### src/rtl/alu_sequencer.sv
// Sequenced ALU: single-cycle arithmetic/logic ops plus an N-cycle restoring divider for DIV/MOD.
// Optional ALU_SEQ_PERF_COUNT_EN adds a saturating 16-bit op_count output.
module alu_sequencer #(
    parameter int unsigned N = 4
) (
    input  logic         clk,
    input  logic         reset,
    input  logic         start,
    input  logic [2:0]   op,
    input  logic [N-1:0] a,
    input  logic [N-1:0] b,
    output logic [N-1:0] result,
    output logic         busy,
    output logic         done,
    output logic         zero,
    output logic         carry,
    output logic         negative,
    output logic         overflow,
    output logic         dbz
`ifdef ALU_SEQ_PERF_COUNT_EN
    ,
    output logic [15:0]  op_count
`endif
);

    localparam int unsigned CNT_W  = $clog2(N + 1);
    localparam int unsigned PROD_W = 2 * N;

    localparam logic [2:0] OP_ADD = 3'd0;
    localparam logic [2:0] OP_SUB = 3'd1;
    localparam logic [2:0] OP_MUL = 3'd2;
    localparam logic [2:0] OP_DIV = 3'd3;
    localparam logic [2:0] OP_MOD = 3'd4;
    localparam logic [2:0] OP_AND = 3'd5;
    localparam logic [2:0] OP_OR  = 3'd6;
    localparam logic [2:0] OP_XOR = 3'd7;

    typedef enum logic [1:0] {
        S_IDLE = 2'd0,
        S_DIV  = 2'd1,
        S_DONE = 2'd2
    } state_t;

    state_t             state, state_nxt;
    logic [N-1:0]       result_nxt;
    logic               busy_nxt, done_nxt;
    logic               zero_nxt, carry_nxt, negative_nxt, overflow_nxt, dbz_nxt;

    // divider working registers: quotient shifts in from the dividend
    logic [N-1:0]       quo, quo_nxt;
    logic [N-1:0]       rem, rem_nxt;
    logic [N-1:0]       divisor, divisor_nxt;
    logic [CNT_W-1:0]   cnt, cnt_nxt;
    logic               is_mod, is_mod_nxt;

    logic [N:0]         sum;
    logic [PROD_W-1:0]  prod;
    logic [N-1:0]       alu_res;
    logic               alu_carry, alu_neg, alu_ovf;

    logic [N:0]         trial;
    logic [N-1:0]       diff;
    logic               step_bit;
    logic [N-1:0]       step_rem;
    logic [N-1:0]       quo_step;
    logic [N-1:0]       div_out;

    assign sum  = {1'b0, a} + {1'b0, b};
    assign prod = PROD_W'(a) * PROD_W'(b);

    // one restoring-division step; diff is only used when trial >= divisor, so it fits N bits
    assign trial    = {rem, quo[N-1]};
    assign step_bit = (trial >= {1'b0, divisor});
    assign diff     = trial[N-1:0] - divisor;
    assign step_rem = step_bit ? diff : trial[N-1:0];
    assign quo_step = {quo[N-2:0], step_bit};
    assign div_out  = is_mod ? step_rem : quo_step;

    // single-cycle operation results, computed directly from the inputs at the accepting edge
    always_comb begin
        alu_res   = '0;
        alu_carry = 1'b0;
        alu_neg   = 1'b0;
        alu_ovf   = 1'b0;
        case (op)
            OP_ADD: begin
                alu_res   = sum[N-1:0];
                alu_carry = sum[N];
            end
            OP_SUB: begin
                alu_res = a - b;
                alu_neg = (a < b);
            end
            OP_MUL: begin
                alu_res = prod[N-1:0];
                alu_ovf = |prod[PROD_W-1:N];
            end
            OP_AND:  alu_res = a & b;
            OP_OR:   alu_res = a | b;
            OP_XOR:  alu_res = a ^ b;
            default: alu_res = '0;
        endcase
    end

    // next-state and next-output logic
    always_comb begin
        state_nxt    = state;
        result_nxt   = result;
        zero_nxt     = zero;
        carry_nxt    = carry;
        negative_nxt = negative;
        overflow_nxt = overflow;
        dbz_nxt      = dbz;
        quo_nxt      = quo;
        rem_nxt      = rem;
        divisor_nxt  = divisor;
        cnt_nxt      = cnt;
        is_mod_nxt   = is_mod;

        case (state)
            S_IDLE, S_DONE: begin
                if (start) begin
                    if ((op == OP_DIV) || (op == OP_MOD)) begin
                        if (b == '0) begin
                            state_nxt    = S_DONE;
                            result_nxt   = '0;
                            zero_nxt     = 1'b1;
                            carry_nxt    = 1'b0;
                            negative_nxt = 1'b0;
                            overflow_nxt = 1'b0;
                            dbz_nxt      = 1'b1;
                        end else begin
                            state_nxt   = S_DIV;
                            quo_nxt     = a;
                            rem_nxt     = '0;
                            divisor_nxt = b;
                            cnt_nxt     = '0;
                            is_mod_nxt  = (op == OP_MOD);
                        end
                    end else begin
                        state_nxt    = S_DONE;
                        result_nxt   = alu_res;
                        zero_nxt     = (alu_res == '0);
                        carry_nxt    = alu_carry;
                        negative_nxt = alu_neg;
                        overflow_nxt = alu_ovf;
                        dbz_nxt      = 1'b0;
                    end
                end else begin
                    state_nxt = S_IDLE;
                end
            end
            S_DIV: begin
                quo_nxt = quo_step;
                rem_nxt = step_rem;
                cnt_nxt = cnt + CNT_W'(1);
                if (cnt == CNT_W'(N - 1)) begin
                    state_nxt    = S_DONE;
                    result_nxt   = div_out;
                    zero_nxt     = (div_out == '0);
                    carry_nxt    = 1'b0;
                    negative_nxt = 1'b0;
                    overflow_nxt = 1'b0;
                    dbz_nxt      = 1'b0;
                end
            end
            default: state_nxt = S_IDLE;
        endcase

        busy_nxt = (state_nxt == S_DIV);
        done_nxt = (state_nxt == S_DONE);
    end

    // state, outputs and divider registers
    always_ff @(posedge clk or negedge reset) begin
        if (!reset) begin
            state    <= S_IDLE;
            result   <= '0;
            busy     <= 1'b0;
            done     <= 1'b0;
            zero     <= 1'b0;
            carry    <= 1'b0;
            negative <= 1'b0;
            overflow <= 1'b0;
            dbz      <= 1'b0;
            quo      <= '0;
            rem      <= '0;
            divisor  <= '0;
            cnt      <= '0;
            is_mod   <= 1'b0;
        end else begin
            state    <= state_nxt;
            result   <= result_nxt;
            busy     <= busy_nxt;
            done     <= done_nxt;
            zero     <= zero_nxt;
            carry    <= carry_nxt;
            negative <= negative_nxt;
            overflow <= overflow_nxt;
            dbz      <= dbz_nxt;
            quo      <= quo_nxt;
            rem      <= rem_nxt;
            divisor  <= divisor_nxt;
            cnt      <= cnt_nxt;
            is_mod   <= is_mod_nxt;
        end
    end

`ifdef ALU_SEQ_PERF_COUNT_EN
    // completion counter, advances with each done pulse and saturates
    always_ff @(posedge clk or negedge reset) begin
        if (!reset) begin
            op_count <= '0;
        end else if ((state_nxt == S_DONE) && (op_count != 16'hFFFF)) begin
            op_count <= op_count + 16'd1;
        end
    end
`endif

endmodule

### config.mk
export PLATFORM = sky130hd
export DESIGN_NAME = alu_sequencer
export DESIGN_NICKNAME = d
export VERILOG_FILES = /design/src/rtl/alu_sequencer.sv
export SDC_FILE = /design/constraint.sdc
export NUM_CORES = 1
export LEC_CHECK = 0
export CORE_UTILIZATION = 57
export DETAILED_ROUTE_END_ITERATION = 8
export MAX_ROUTING_LAYER = met4
export PLACE_DENSITY = 0.91
export SKIP_CTS_REPAIR_TIMING = 1
export SLEW_MARGIN = 40
export SYNTH_ARGS = -nofsm -noshare
export SYNTH_HDL_FRONTEND = slang
export SYNTH_SLANG_ARGS = --single-unit
export TNS_END_PERCENT = 100
### constraint.sdc
create_clock -name clk -period 2.5 [get_ports clk]
set_input_delay 0.25 -clock clk [delete_from_list [all_inputs] [get_ports clk]]
set_output_delay 0.25 -clock clk [all_outputs]
set_load 0.03 [all_outputs]
# Yosys cells after proc, flatten, opt, wreduce, memory -nomap -nowiden
# Cells that the tools add are included.
[totals]
input_bits = 14
output_inout_bits = 11
reg_bits = 29
[op_classes]
bitwise = 4
magnitude_cmp = 2
n_eq_ne = 17
reduce_logical = 12
multipliers = 1
n_mux = 47
addsub = 4
[op_table]
columns = ["cell", "count"]
rows = [
  ["4-bit 2-to-1 mux", 12],
  ["4-bit one-hot mux with 2 select lines", 3],
  ["4-bit one-hot mux with 6 select lines", 1],
  ["1-bit 2-to-1 mux", 17],
  ["3-bit == test (second input constant)", 4],
  ["4-bit logical NOT", 3],
  ["4-bit AND reduction", 3],
  ["1-bit one-hot mux with 2 select lines", 5],
  ["3-bit by 2-bit == test with 1-bit output (second input constant)", 3],
  ["3-bit 2-to-1 mux", 3],
  ["4-bit by 4-bit multiplier with 8-bit output", 1],
  ["2-bit 2-to-1 mux", 4],
  ["2-bit != test (second input constant)", 4],
  ["4-bit subtractor", 2],
  ["3-bit one-hot mux with 2 select lines", 1],
  ["4-bit by 4-bit adder with 5-bit output", 1],
  ["5-bit by 4-bit >= comparator with 1-bit output", 1],
  ["4-bit bitwise AND", 1],
  ["2-bit by 1-bit == test with 1-bit output (second input constant)", 2],
  ["2-bit == test (second input constant)", 2],
  ["4-bit less-than comparator", 1],
  ["4-bit bitwise OR", 1],
  ["2-bit one-hot mux with 2 select lines", 1],
  ["4-bit OR reduction", 1],
  ["10 further kinds", 10],
]

# Longest topological paths before layout
[logic_depth]
ltp_word = 6
mapped_depth = 12

# Worst setup path before layout
# OpenSTA, ideal clock, no wires.
[synth_timing]
path_kind = "input to register"
startpoint = "input port a[0]"
endpoint = "register zero"
setup_time_ns = 0.066
t_required_ns = 2.434
cell_stages = 11
arrival_ns = 3.036
slack_ns = -0.602
path_cell_list = "nand2_1 > fa_1 > inv_1 > fa_1 > inv_1 > fa_1 > inv_1 > a22o_1 > or3b_1 > nor4_1 > o32a_1"
[synth_between]
elab_chain_cells = 6
[synth_lines]
columns = ["item", "line", "rtl"]
rows = [
  ["from (decl)", "10", "input logic [N-1:0] a,"],
  ["4-bit by 4-bit multiplier with 8-bit output, or another cell as far along", "69", "assign prod = PROD_W'(a) * PROD_W'(b);"],
  ["4-bit one-hot mux with 6 select lines (*)", "85", "case (op)"],
  ["4-bit logical NOT (*)", "143", "zero_nxt = (alu_res == '0);"],
  ["1-bit 2-to-1 mux (*)", "123", "if ((op == OP_DIV) || (op == OP_MOD)) begin"],
  ["1-bit 2-to-1 mux (*)", "122", "if (start) begin"],
  ["1-bit one-hot mux with 2 select lines (*)", "120", "case (state)"],
  ["to (signal assigned)", "196", "zero <= zero_nxt;"],
  ["to (decl)", "15", "output logic zero,"],
]
# Every way passes the cells marked *; elsewhere a longest branch is shown, timed or not. The select of a mux whose other input is x is not followed.
# A chain may end at the register's enable or synchronous reset.

# Final worst setup path
[layout_timing]
startpoint = "input port b[1]"
endpoint = "register zero"
[layout_between]
elab_chain_cells = 6
[layout_lines]
columns = ["item", "line", "rtl"]
rows = [
  ["from (decl)", "11", "input logic [N-1:0] b,"],
  ["4-bit by 4-bit multiplier with 8-bit output, or another cell as far along", "69", ""],
  ["4-bit one-hot mux with 6 select lines", "85", ""],
  ["4-bit logical NOT", "143", ""],
  ["1-bit 2-to-1 mux", "123", ""],
  ["1-bit 2-to-1 mux", "122", ""],
  ["1-bit one-hot mux with 2 select lines", "120", ""],
]
# Parallel ways exist; a longest one is shown, timed or not. The select of a mux whose other input is x is not followed.

==> parameters.txt <==
Parameter                              Value

Status
  Run status ... finished with violations
  Failing checks ... negative setup slack

GRT
  Total global routing overflow ... 0
  Via count of the first global-routing pass ... approximately 2.5k
  Pin count of the biggest net entering global routing ... 30
  Wire length of the first global-routing pass ... roughly 12 mm
  Global-route usage over all layers ... 0.3602
  Initial antenna violation count ... 0

Final layout
  Antenna Cells ... 0
  Share of final-layout standard cells stronger than drive strength 1 ... 0.2351
  Layout area overhead ... 32.27%
  Final net count ... ~400
  Share of the core filled with cells ... 0.7957
  Filler-free cell count of the finished design ... 403

Floorplanning
  Floorplan Core Area ... 4029 µm²
  Die boundary height ... 67.21 µm
  Die width ... around 67 µm
  Die footprint ... ~4500 µm²
  Placement row count ... 23
  Starting density of the core ... 0.6016
  Number of ports placed on the die boundary ... 25

Power and ir drop
  LEAKAGE ... 1.547 nW
  Maximum vdd drop ... between 0.8 and 0.9 mV
  Total power divided by cell area ... approximately 910 nW/µm²
  Total chip power ... between 0.002 and 0.003 W

STA
  Period utilisation layout ... 1.190
  Unrepaired setup endpoints after global routing ... yes
  Final setup violating endpoints ... 4
  Maximum achievable frequency ... between 0.3 and 0.4 GHz
  Slew HR ... 0.6427
  Final critical delay including setup and external delays ... between 2000 and 3000 ps
  Worst Tran Pin Value ... roughly 540 ps
  Max Clock Skew ... between 4 and 5 ps
  Tightest hold margin ... around 340 ps
  Final Hold Viols ... 0
  Final Worst Setup Slack ... -474.2 ps
  Max Slew Vio Count ... 0

Setup path
  Type of destination of the critical path ... flop
  Biggest fanout along the worst timing path ... 2
  Crit path launch type ... primary input
  Worst r2r path cells ... 7
  Data arrival time of the worst path ... around 3200 ps
  Reg2reg start ... rem[0]
  Worst setup path startpoint ... b[1]
  Setup slack of the worst register-to-register path ... 30 ps
  Req. time, crit path ... 2730 ps
  WS Path Type ... in2reg

Clock network
  Clock-pin slew on the worst setup and hold paths ... ~60 ps
  H-tree depth ... 2
  CTS Root Buffer Type ... sky130_fd_sc_hd__clkbuf_8
  Worst skew pair latency ... 290 ps
  TritonCTS Buffers ... 5
  Num Clock Sinks ... 29
  TritonCTS clock tree ... yes
  Clock buffer depth ... 2

Synth
  Fraction of registers with async set or reset after synthesis ... 1.000
  Post-synthesis instance total ... just under 300
  Top cells by instance count after synthesis ... sky130_fd_sc_hd__nand2_1 (40), sky130_fd_sc_hd__ha_1 (30), sky130_fd_sc_hd__dfrtp_1 (29), sky130_fd_sc_hd__nor2_1 (28), sky130_fd_sc_hd__inv_1 (27)
  Syn_nets ... 340
  Top post-synthesis cells by area ... sky130_fd_sc_hd__dfrtp_1 (30%), sky130_fd_sc_hd__ha_1 (15%), sky130_fd_sc_hd__nand2_1 (6.2%), sky130_fd_sc_hd__fa_1 (5.8%), sky130_fd_sc_hd__o21ai_0 (5.0%)
  Top-count cell post-synth ... sky130_fd_sc_hd__nand2_1
  Summed instance area of the synthesized netlist ... approximately 2400 µm²
  Cell taking the most area after synthesis ... sky130_fd_sc_hd__dfrtp_1
  Top cell type's share of synthesized area ... 0.2994
  Synth unique cells ... 50
  Sequential share of the synthesized area ... 0.2994
  Post-synthesis area per instance ... roughly 8.4 µm²
  Number of enable-type register cells in the synthesized netlist ... 0
  Dominant register cell in the synthesized netlist ... sky130_fd_sc_hd__dfrtp_1
  Number of register bits inferred by synthesis ... 29
  Syn. warnings ... 0

Run
  Reported max-cap violation count ... 0

Drt
  DR WL/cell ... roughly 22 µm
  Residual DRC count ... 0
  Routed Wire Length ... about 9.0 mm
  Initial DRC Count ... 325
  Number of nets with antenna violations after detailed routing ... 0
  Per-cell via count in the routed design ... between 6 and 7
  Vias after detailed routing ... roughly 2.7k
  Number of optimization iterations in the first detailed-route pass ... 5

Place
  Pre-CTS worst setup slack ... -1219 ps
  Half-perimeter wire length of the detailed placement result ... 5.087 mm
  Cell count after placement ... 391
  Final estimated routing congestion in global placement ... approximately 0.94
  Port bufs ... 24

Worst hold path
  Hold Crit Start ... b[2]
  Worst hold path cell count ... 4
  HP Class ... in2reg
## cell usage in the layout, fill, tap and decap left out, types with 2 or more instances in the layout
cell | netlist | layout
sky130_fd_sc_hd__a21oi_1 | 18 | 16
sky130_fd_sc_hd__a21oi_2 | 1 | 3
sky130_fd_sc_hd__a31oi_1 | 5 | 5
sky130_fd_sc_hd__buf_4 | 0 | 41
sky130_fd_sc_hd__buf_6 | 0 | 3
sky130_fd_sc_hd__buf_8 | 0 | 2
sky130_fd_sc_hd__clkbuf_2 | 0 | 2
sky130_fd_sc_hd__clkbuf_8 | 0 | 5
sky130_fd_sc_hd__clkdlybuf4s50_1 | 0 | 17
sky130_fd_sc_hd__clkinv_2 | 0 | 2
sky130_fd_sc_hd__dfrtp_1 | 29 | 29
sky130_fd_sc_hd__fa_1 | 7 | 6
sky130_fd_sc_hd__ha_1 | 30 | 24
sky130_fd_sc_hd__ha_2 | 0 | 3
sky130_fd_sc_hd__ha_4 | 0 | 3
sky130_fd_sc_hd__inv_1 | 27 | 25
sky130_fd_sc_hd__inv_2 | 2 | 4
sky130_fd_sc_hd__mux2_2 | 3 | 3
sky130_fd_sc_hd__mux2i_1 | 4 | 4
sky130_fd_sc_hd__nand2_1 | 40 | 37
sky130_fd_sc_hd__nand2_2 | 0 | 2
sky130_fd_sc_hd__nand2b_1 | 5 | 5
sky130_fd_sc_hd__nand3_1 | 8 | 8
sky130_fd_sc_hd__nor2_1 | 28 | 28
sky130_fd_sc_hd__nor2b_1 | 5 | 5
sky130_fd_sc_hd__nor4_1 | 3 | 2
sky130_fd_sc_hd__nor4b_1 | 2 | 2
sky130_fd_sc_hd__o21a_1 | 2 | 2
sky130_fd_sc_hd__o21ai_0 | 24 | 21
sky130_fd_sc_hd__o22a_1 | 2 | 2
sky130_fd_sc_hd__o22ai_1 | 3 | 3
sky130_fd_sc_hd__o32a_1 | 2 | 2
sky130_fd_sc_hd__xnor2_1 | 2 | 2
sky130_fd_sc_hd__xor2_1 | 3 | 3
## report_power, final
group | leakage, nW | total [W] | switching [W] | internal [W]
combinational | 1.14 | 0.00172 | 0.00103 | 0.000692
sequential | 0.360 | 0.000819 | 0.000157 | 0.000662
clock | 0.0450 | 0.000381 | 0.000189 | 0.000192
total | 1.55 | 0.00292 | 0.00137 | 0.00155
## metrics by stage
step                      instance area [µm²]  setup TNS (ps)
after global placement                   2988           -3539
after floorplan                          2444          -724.3
final                                    3206           -1203
after detailed placement                 2988           -3913
after global routing                     3206           -1409
after CTS                                3070           -2632
## metal layers
layer / share of wire / track usage / up-vias
met5: 0 / - / -
met4: 0.079 / 0.1676 / 0
met3: 0.11 / 0.05405 / 95
met2: 0.45 / 0.5888 / 263
met1: 0.36 / 0.4362 / 1257
li1: - / - / 1130
## path summary, 6_finish.rpt
check	end
worst max-delay path	zero
worst min-delay path	divisor[2]
worst max register to register	zero
worst min register to register	cnt[2]
max in group asynchronous	negative
min in group asynchronous	rem[1]
## flip-flops by register name (all words and copies together) (netlist names)
| name | count |
|---|---|
| busy | 1 |
| quo | 4 |
| zero | 1 |
| divisor | 4 |
| cnt | 3 |
| overflow | 1 |
| is_mod | 1 |
| carry | 1 |
| negative | 1 |
| result | 4 |
| rem | 4 |
| dbz | 1 |
| state | 2 |
| done | 1 |
## kinds of logic (layout without fill, tap and decap cells)
family,count (synthesis),in the layout,synth area share
AO/OA/AOI/OAI,73,73,0.1915
XOR/XNOR,5,5,0.01807
adder cells (fa/ha/maj),37,37,0.2127
buffers and inverters,39,103,0.06299
flip-flops,29,29,0.2994
multiplexers,7,7,0.03046
AND/OR/NAND/NOR,99,99,0.1848
## worst max-delay path: stages
cell	delay [ps]
sky130_fd_sc_hd__buf_8	90
sky130_fd_sc_hd__nand2_8	40
sky130_fd_sc_hd__fa_1	540
sky130_fd_sc_hd__inv_2	40
sky130_fd_sc_hd__fa_1	570
sky130_fd_sc_hd__inv_1	60
sky130_fd_sc_hd__fa_1	490
sky130_fd_sc_hd__inv_1	50
sky130_fd_sc_hd__a22o_1	210
sky130_fd_sc_hd__or3b_4	410
sky130_fd_sc_hd__nor4_4	290
sky130_fd_sc_hd__o32a_1	160
## area by class of cell
type | instances | area [µm²]
Sequential cell | 29 | 725.7
Clock buffer | 6 | 72.57
Multi-Input combinational cell | 221 | 1662
Fill cell | 208 | 823.3
Clock inverter | 2 | 10.01
Tap cell | 50 | 62.56
Timing Repair Buffer | 66 | 564.3
Inverter | 29 | 108.9
Note: power is estimated with default switching activity, not from simulation.
